### config.mk
export PLATFORM = sky130hd
export DESIGN_NAME = sram_pdp_fifo_ctrl
export DESIGN_NICKNAME = d
export VERILOG_FILES = /design/src/rtl/sram_pkg.sv /design/src/rtl/sram_fifo_ptr.sv /design/src/rtl/sram_pdp_fifo_ctrl.sv
export SDC_FILE = /design/constraint.sdc
export NUM_CORES = 1
export LEC_CHECK = 0
export CELL_PAD_IN_SITES_DETAIL_PLACEMENT = 0
export CELL_PAD_IN_SITES_GLOBAL_PLACEMENT = 2
export CORE_MARGIN = 2
export CORE_UTILIZATION = 25
export DETAILED_ROUTE_END_ITERATION = 12
export PLACE_DENSITY_LB_ADDON = 0.1
export RECOVER_POWER = 25
export SLEW_MARGIN = 15
export SYNTH_ARGS = -nofsm -noshare
export SYNTH_HDL_FRONTEND = slang
export SYNTH_HIERARCHICAL = 1
export SYNTH_SLANG_ARGS = --single-unit
### constraint.sdc
create_clock -name clk -period 2.6 [get_ports clk]
set_clock_uncertainty 0.05 [all_clocks]
set_input_delay 0.65 -clock clk [delete_from_list [all_inputs] [get_ports clk]]
set_output_delay 0.65 -clock clk [all_outputs]
set_load 0.02 [all_outputs]
### src/rtl/sram_pkg.sv
// Shared constants for sram_pdp and its FIFO controller.
// DEPTH/WIDTH are the default geometry; AW is the SRAM address width,
// PW the FIFO pointer width (address plus one wrap bit) and CW the
// occupancy count width (0..DEPTH needs one bit more than the address).
package sram_pkg;
  localparam int DEPTH = 8;
  localparam int WIDTH = 8;
  localparam int AW    = $clog2(DEPTH);
  localparam int PW    = AW + 1;
  localparam int CW    = AW + 1;
endpackage

### src/rtl/sram_fifo_ptr.sv
// Wrap-bit pointer for the SRAM FIFO controller.
// Ports:
//   clk    - clock, updates on posedge
//   rst    - asynchronous active-high reset, clears the pointer
//   i_inc  - advance the pointer by one at the next edge
//   o_ptr  - current pointer; low bits address the SRAM, MSB is the wrap bit
// The pointer simply counts modulo 2^PW, so the low bits roll from
// depth-1 to 0 and the wrap bit toggles at the same time.
module sram_fifo_ptr #(
  parameter int PW = sram_pkg::PW
) (
  input  logic          clk,
  input  logic          rst,
  input  logic          i_inc,
  output logic [PW-1:0] o_ptr
);
  logic [PW-1:0] r_ptr;

  always_ff @(posedge clk or posedge rst) begin
    if (rst) begin
      r_ptr <= '0;
    end else if (i_inc) begin
      r_ptr <= r_ptr + {{(PW-1){1'b0}}, 1'b1};
    end
  end

  assign o_ptr = r_ptr;
endmodule

### src/rtl/sram_pdp_fifo_ctrl.sv
// FIFO controller in front of a pseudo-dual-port SRAM (sram_pdp).
// Writes go out on SRAM port A, reads on port B; the SRAM read is
// synchronous so read data comes back one cycle after a read is accepted.
// Ports:
//   clk, rst            - clock, asynchronous active-high reset
//   wr_en, wr_data      - upstream write request and data
//   full                - registered; writes are refused while high
//   rd_en               - downstream read request
//   rd_data, rd_valid   - read data (held between reads) and its 1-cycle strobe
//   empty               - registered; reads are refused while high
//   count               - registered occupancy, 0..depth
//   wr_err, rd_err      - 1-cycle pulses after a refused write / read
//   cs, we_A, add_A, data_inA, re_B, add_B - SRAM control (combinational)
//   data_outB           - SRAM read data, valid the cycle after re_B
// Handshake: a write is accepted on any edge where wr_en=1 and full=0;
// a read is accepted on any edge where rd_en=1 and empty=0. Both decisions
// use the flags registered at the start of the cycle, so a write into an
// empty FIFO never falls through to a read in the same cycle.
module sram_pdp_fifo_ctrl
  import sram_pkg::*;
#(
  parameter int depth = DEPTH,
  parameter int width = WIDTH
) (
  input  logic                     clk,
  input  logic                     rst,
  input  logic                     wr_en,
  input  logic [width-1:0]         wr_data,
  output logic                     full,
  input  logic                     rd_en,
  output logic [width-1:0]         rd_data,
  output logic                     rd_valid,
  output logic                     empty,
  output logic [$clog2(depth):0]   count,
  output logic                     wr_err,
  output logic                     rd_err,
  output logic                     cs,
  output logic                     we_A,
  output logic [$clog2(depth)-1:0] add_A,
  output logic [width-1:0]         data_inA,
  output logic                     re_B,
  output logic [$clog2(depth)-1:0] add_B,
  input  logic [width-1:0]         data_outB
);
  localparam int LAW = $clog2(depth);
  localparam int LPW = LAW + 1;

  logic [LPW-1:0]   w_wr_ptr;
  logic [LPW-1:0]   w_rd_ptr;
  logic [LPW-1:0]   w_wr_nxt;
  logic [LPW-1:0]   w_rd_nxt;
  logic             w_wa;
  logic             w_ra;

  logic [LPW-1:0]   r_count;
  logic             r_full;
  logic             r_empty;
  logic             r_rd_valid;
  logic             r_wr_err;
  logic             r_rd_err;
  logic [width-1:0] r_hold;

  assign w_wa = wr_en & ~r_full;
  assign w_ra = rd_en & ~r_empty;

  sram_fifo_ptr #(.PW(LPW)) u_wr_ptr (
    .clk   (clk),
    .rst   (rst),
    .i_inc (w_wa),
    .o_ptr (w_wr_ptr)
  );

  sram_fifo_ptr #(.PW(LPW)) u_rd_ptr (
    .clk   (clk),
    .rst   (rst),
    .i_inc (w_ra),
    .o_ptr (w_rd_ptr)
  );

  // Pointer values after this edge; flags and count are derived from them
  // so they are correct in the very next cycle.
  assign w_wr_nxt = w_wr_ptr + {{(LPW-1){1'b0}}, w_wa};
  assign w_rd_nxt = w_rd_ptr + {{(LPW-1){1'b0}}, w_ra};

  always_ff @(posedge clk or posedge rst) begin
    if (rst) begin
      r_count    <= '0;
      r_full     <= 1'b0;
      r_empty    <= 1'b1;
      r_rd_valid <= 1'b0;
      r_wr_err   <= 1'b0;
      r_rd_err   <= 1'b0;
      r_hold     <= '0;
    end else begin
      // Modulo-2^LPW difference of the pointers is exactly the occupancy.
      r_count    <= w_wr_nxt - w_rd_nxt;
      r_empty    <= (w_wr_nxt == w_rd_nxt);
      r_full     <= (w_wr_nxt[LAW-1:0] == w_rd_nxt[LAW-1:0]) &&
                    (w_wr_nxt[LAW] != w_rd_nxt[LAW]);
      r_rd_valid <= w_ra;
      r_wr_err   <= wr_en & r_full;
      r_rd_err   <= rd_en & r_empty;
      if (r_rd_valid) begin
        r_hold <= data_outB;
      end
    end
  end

  assign we_A     = w_wa;
  assign add_A    = w_wr_ptr[LAW-1:0];
  assign data_inA = wr_data;
  assign re_B     = w_ra;
  assign add_B    = w_rd_ptr[LAW-1:0];
  assign cs       = w_wa | w_ra;

  // Fresh SRAM data passes straight through on the valid cycle; otherwise
  // the last delivered word is held.
  assign rd_data  = r_rd_valid ? data_outB : r_hold;
  assign rd_valid = r_rd_valid;
  assign full     = r_full;
  assign empty    = r_empty;
  assign count    = r_count;
  assign wr_err   = r_wr_err;
  assign rd_err   = r_rd_err;
endmodule

==> impl_metrics.yaml, run 1 <==
outcome:
  status: "finished clean"
logic_synthesis:
  synth_ff_type: "dfrtp_1"
  async_flop_share_pct: 100
  synth_top_cell_area_share_pct: 51.6
  synth_common_cells: "dfrtp_1, xnor2_1, mux2_2"
  synth_area_leader_cell: "dfrtp_1"
  synth_cell_types: 19
  synthesis.nets: 120
  synth-edff-count: 0
  ys_seq_area_share_pct: 53.9
  ys_ff_latch: 25
  syn-cell-area_um2: 1160
  synthTopCellsByArea: "dfrtp_1, ha_1, mux2_2"
  synth_area_per_cell_um2: 12.8
  syn_inst: 91
  yosysWarnings: 6
  yosysMostFrequentCell: "dfrtp_1"
pwr:
  ir_drop_mv: 0.451
  p_total_mw: 1.97
  p_sw_mw: 0.754
  power_density_nw_per_um2: 1190
  internal_power_mw: 1.22
  p_leak_nw: 0.762
  clock_power_share_pct: 12.1
  seqPwrFrac_pct: 32.8
  switching_share_pct: 38.2
  combPwrFrac_pct: 55.2
critical_path:
  rr_worst_depth: 8
  worstSetupEndpoint: "rd_data[7]"
  critical_path.startpoint: "data_outB[7]"
  cp-start-kind: "input port"
  crit_required_ps: 1900
  arrival_ps: 1860
  path_class: "in -> out"
  worst_setup_path_end_kind: "output pin"
  crit_fanout: 2
  r2r_end: "count[3]"
  r2r_setup_slack_ps: 540
  regToRegStartpoint: "empty"
finish:
  multi_input_area_um2: 452
  fin_cells: 184
  num_antenna_cells: 0
  syn2layout_area_growth_pct: 42.4
  nFillCells: 441
  ff_latch_area_um2: 627
  nets: 162
  drive_gt1_share_pct: 19.7
drt:
  ant_nets: 0
  drt_first_iter_violations: 6
  drc: 0
  viasPerCell: 4.12
  drt_pass1_iterations: 3
  routed_wl_um: 2270
  wl_per_cell_um: 12.3
  vias: 758
cts:
  htree_levels: 1
  clk_pin_slew_worst_paths_ps: 100
  hold_buffers: 0
  numCtsBuffers: 3
  root_buffer: "clkbuf_8"
  cts_sinks: 25
  post_cts_buffers: 0
  clk_path_buf_depth: 2
  cts_tree: "yes"
  insertion_delay_ps: 270
sta:
  max_slew_margin_pct: 36.5
  tightestPinTransition_ps: 952
  setup_viol: 0
  rsz0062_at_grt: "no"
  min_period_ps: 2560
  worst_hold_slack_ps: 447
  max_freq_ghz: 0.391
  slew_violations: 0
  setup_ws_ps: 39.4
  period_share_pct: 98.5
  finalHoldViolCount: 0
place:
  io_buffers: 37
  placedCellCount: 180
  dpl.hpwl_um: 1780
  gp_congestion: 0.694
  dp_slack_ps: -250
floorplan:
  die_y_um: 72.2
  io_pins: 54
  fp.coreArea_um2: 4410
  initial_core_util_pct: 26.4
  num_rows: 24
  dieArea_um2: 5220
  fp.dieW_um: 72.2
global_routing:
  antenna_found_initial: 0
  overflow: 0
  track_usage_pct: 9.70
  grt_pass1_vias: 847
  grt_pass1_wl_um: 3940
  grt_max_degree: 18
flow_run:
  cap_viol_max_count: 0
worst_hold_path:
  min_path_cells: 1
  hold_class: "reg -> reg"
==> placed cells by master, fill, tap and decap left out <==
cell type,instances
nand2_1,2
and4_1,1
dlygate4sd3_1,1
nand3_1,3
buf_4,8
xnor2_1,11
clkbuf_1,1
inv_1,7
nor2_1,1
nor2b_2,2
dlymetal6s2s_1,4
xor2_1,3
maj3_1,1
clkbuf_8,3
clkdlybuf4s50_1,29
dlygate4sd2_1,3
nand4_1,2
clkinv_2,1
and2_1,2
ha_1,9
dfstp_2,1
a21oi_1,2
or2_2,1
mux2_2,10
dfrtp_1,24
==> registers in the layout, indices dropped and copies added (netlist names) <==
| signal | cells |
|---|---|
| empty | 1 |
| count | 4 |
| rd_valid | 1 |
| full | 1 |
| wr_err | 1 |
| u_wr_ptr/o_ptr | 4 |
| rd_err | 1 |
| r_hold | 8 |
| u_rd_ptr/o_ptr | 4 |
==> power groups by stage <==
| stage | Sequential [mW] | Combinational (mW) | Clock [mW] |
|---|---|---|---|
| after floorplan | 0.744 | 0.602 | 0 |
| after global placement | 0.657 | 1.11 | 0 |
| after detailed placement | 0.660 | 1.11 | 0 |
| after CTS | 0.654 | 1.12 | 0.244 |
| after global routing | 0.675 | 1.22 | 0.262 |
| final | 0.647 | 1.09 | 0.238 |
==> final cells by class <==
type                    count  share of cell area, %
clock buffers               3                   2.49
repair buffers             46                   26.6
clock inverters             1                  0.302
well taps                  52                   3.93
multi-input cells          50                   27.3
flip-flops and latches     25                   37.8
inverters                   7                   1.59
==> per-layer routing <==
layer,vias to the layer above,track usage [%],wire (µm)
li1,374,-,-
met3,6,1.94,161
met2,23,15.8,1060
met4,0,3.35,21
met5,-,0,0
met1,355,12.9,1030
==> metrics by stage <==
stage                     setup TNS (ps)  cell area [µm²]  utilization, %
after floorplan                        0             1160               -
after global placement             -1350             1600            36.3
after detailed placement           -1400             1600            36.3
after CTS                              0             1650            37.4
after global routing                   0             1660            37.5
final                                  0             1660            37.5
==> what timing repair did <==
action,in CTS,in global routing
setup endpoints to repair,3,4
gates cloned,0,0
resized for setup,5,4
==> logic make-up (layout without fill, tap and decap cells) <==
logic type | Yosys count | count (layout) | share of synthesized area (%)
xor+xnor | 14 | 14 | 10.5
simple gates | 14 | 14 | 6.77
buf+inv | 16 | 57 | 7.74
fa+ha+maj | 10 | 10 | 10.5
mux | 10 | 10 | 9.68
flops | 25 | 25 | 53.9
compound gates | 2 | 2 | 0.860
==> worst max-delay path, stage by stage <==
cell	delay [ps]
clkdlybuf4s50_1	400
mux2_2	270
clkdlybuf4s50_1	540
==> worst min-delay path by stage <==
stage	start	end
global placement	r_hold[5]	r_hold[5]
floorplan	rst	u_rd_ptr/o_ptr[0]
global route	r_hold[2]	r_hold[2]
finish	u_wr_ptr/o_ptr[3]	u_wr_ptr/o_ptr[3]
CTS	u_wr_ptr/o_ptr[3]	u_wr_ptr/o_ptr[3]
detailed placement	u_wr_ptr/o_ptr[3]	u_wr_ptr/o_ptr[3]
(Power assumes the default switching activity.)
==> run 2, diff against run 1 <==
PLACE_DENSITY_LB_ADDON = 0.12   (was 0.1)
==> run 2 against run 1 <==
Effect of this change:
- power grew 0.92%
- first-iteration DRC count grew to 3.3 times the previous value
- routed wire length down 4.5%
- design area shrank 0.98%
- final cell count decreased by 1.1%
- combinational power about the same
- critical path depth is the same
- largest cell class unchanged
- highest routed layer unchanged
==> impl_metrics.yaml, run 2 (synthesis results as in run 1) <==
critical_path:
  crit_fanout: 2
  crit_path_top_delay_cell: "clkdlybuf4s50_1"
  r2r_setup_slack_ps: 510
  arrival_ps: 1870
  regToRegStartpoint: "empty"
  crit_required_ps: 1900
  slowest_delay_ps: 540
  worstSetupEndpoint: "rd_data[5]"
  worst_setup_path_end_kind: "output pin"
  path_common_cell: "clkdlybuf4s50_1"
  critical_path.startpoint: "data_outB[5]"
  crit_chain: "clkdlybuf4s50_1, mux2_2, clkdlybuf4s50_1"
  cp-start-kind: "input port"
  r2r_end: "count[3]"
  rr_worst_depth: 8
  path_class: "in -> out"
worst_hold_path:
  hold_class: "reg -> reg"
floorplan:
  io_pins: 54
  initial_core_util_pct: 26.4
  dieArea_um2: 5220
  die_y_um: 72.2
  fp.dieW_um: 72.2
  fp.coreArea_um2: 4410
  num_rows: 24
finish:
  layout_commonest_cell: "clkdlybuf4s50_1"
  num_antenna_cells: 0
  drive_gt1_share_pct: 18.5
  nets: 160
  syn2layout_area_growth_pct: 41.0
  finish.instance_area_um2: 1640
  final_cell_mix: "clkdlybuf4s50_1, dfrtp_1, xnor2_1, mux2_2, ha_1"
  fin_cells: 182
  top_register: "r_hold"
  largest_register_ffs: 8
global_routing:
  overflow: 0
  grt_pass1_wl_um: 3570
  track_usage_pct: 8.84
  grt_pass1_vias: 770
  grt_max_degree: 18
  antenna_found_initial: 0
place:
  placedCellCount: 178
  gp_congestion: 0.688
  dpl.hpwl_um: 1740
  place_area_um2: 1590
  io_buffers: 37
sta:
  tns_ps: 0
  finalHoldViolCount: 0
  max_freq_ghz: 0.390
  setup_viol: 0
  slew_violations: 0
  rsz0062_at_grt: "no"
  tightestPinTransition_ps: 664
  period_share_pct: 98.7
  worst_hold_slack_ps: 449
  min_period_ps: 2570
  max_slew_margin_pct: 55.7
pwr:
  p_leak_nw: 0.723
  power_density_nw_per_um2: 1210
  p_total_mw: 1.99
  ir_drop_mv: 0.528
drt:
  drt_first_iter_violations: 20
  wl_per_cell_um: 11.9
  vias: 735
  viasPerCell: 4.04
  drc: 0
  ant_nets: 0
  drt_pass1_iterations: 4
  routed_wl_um: 2170
cts:
  clk_pin_slew_worst_paths_ps: 90
  insertion_delay_ps: 270
  cts_tree: "yes"
  numCtsBuffers: 3
  htree_levels: 1
  post_cts_buffers: 0
  cts_sinks: 25
  clk_path_buf_depth: 2
  root_buffer: "clkbuf_8"
  hold_buffers: 0
outcome:
  status: "finished clean"
flow_run:
  cap_viol_max_count: 0
==> run 2: worst min-delay path by stage <==
stage          cells past startpoint           endpoint         startpoint  slack (ps)
6_report                           1          r_hold[3]          r_hold[3]         450
4_1_cts                            1  u_rd_ptr/o_ptr[3]  u_rd_ptr/o_ptr[3]         460
5_1_grt                            1          r_hold[6]          r_hold[6]         470
3_3_place_gp                       1          r_hold[3]          r_hold[3]         430
3_5_place_dp                       1          r_hold[5]          r_hold[5]         440
2_1_floorplan                      1  u_rd_ptr/o_ptr[0]                rst         370
==> run 2: worst max-delay path, delay by kind of cell <==
kind | cells | cell delay (ps)
buf+inv | 2 | 940
mux | 1 | 280
==> run 2: layout make-up <==
class	instances	area (µm²)
inverter	7	26.3
multi-input combinational	50	452
tap	52	65.1
clock inverter	1	7.51
sequential	25	627
clock buffer	3	41.3
fill	435	2770
timing repair buffer	44	422
==> run 2: repair_timing <==
item / in CTS / in global routing
gates resized for setup: 5 / 1
endpoints found under the setup margin: 4 / 1
pin swaps: 0 / 0
==> run 2: power breakdown <==
group | internal (mW) | switching (mW) | total (mW)
Clock | 0.108 | 0.124 | 0.233
Sequential | 0.533 | 0.118 | 0.651
Combinational | 0.603 | 0.505 | 1.11
Total | 1.24 | 0.748 | 1.99
==> run 2: through the flow <==
| stage | utilization (%) | worst slack, ps |
|---|---|---|
| global placement | 36.0 | -278 |
| detailed placement | 36.0 | -303 |
| finish | 37.2 | 33.9 |
| CTS | 37.1 | 30.3 |
| floorplan | - | 65.7 |
| global route | 37.2 | 2.56 |
==> run 2: layer usage <==
metal	share of wire (%)	wire, µm	global-route usage [%]	vias to the layer above
met2	45	982	13.3	19
li1	-	-	-	371
met5	0	0	0	-
met4	0.88	19	3.98	0
met1	47	1020	12.0	341
met3	7.0	151	2.22	4
==> run 3, diff against run 2 <==
SLEW_MARGIN = 20   (was 15)
==> results of run 3 <==
Same layout as run 2: the final DEF is identical, and so are final timing and power.
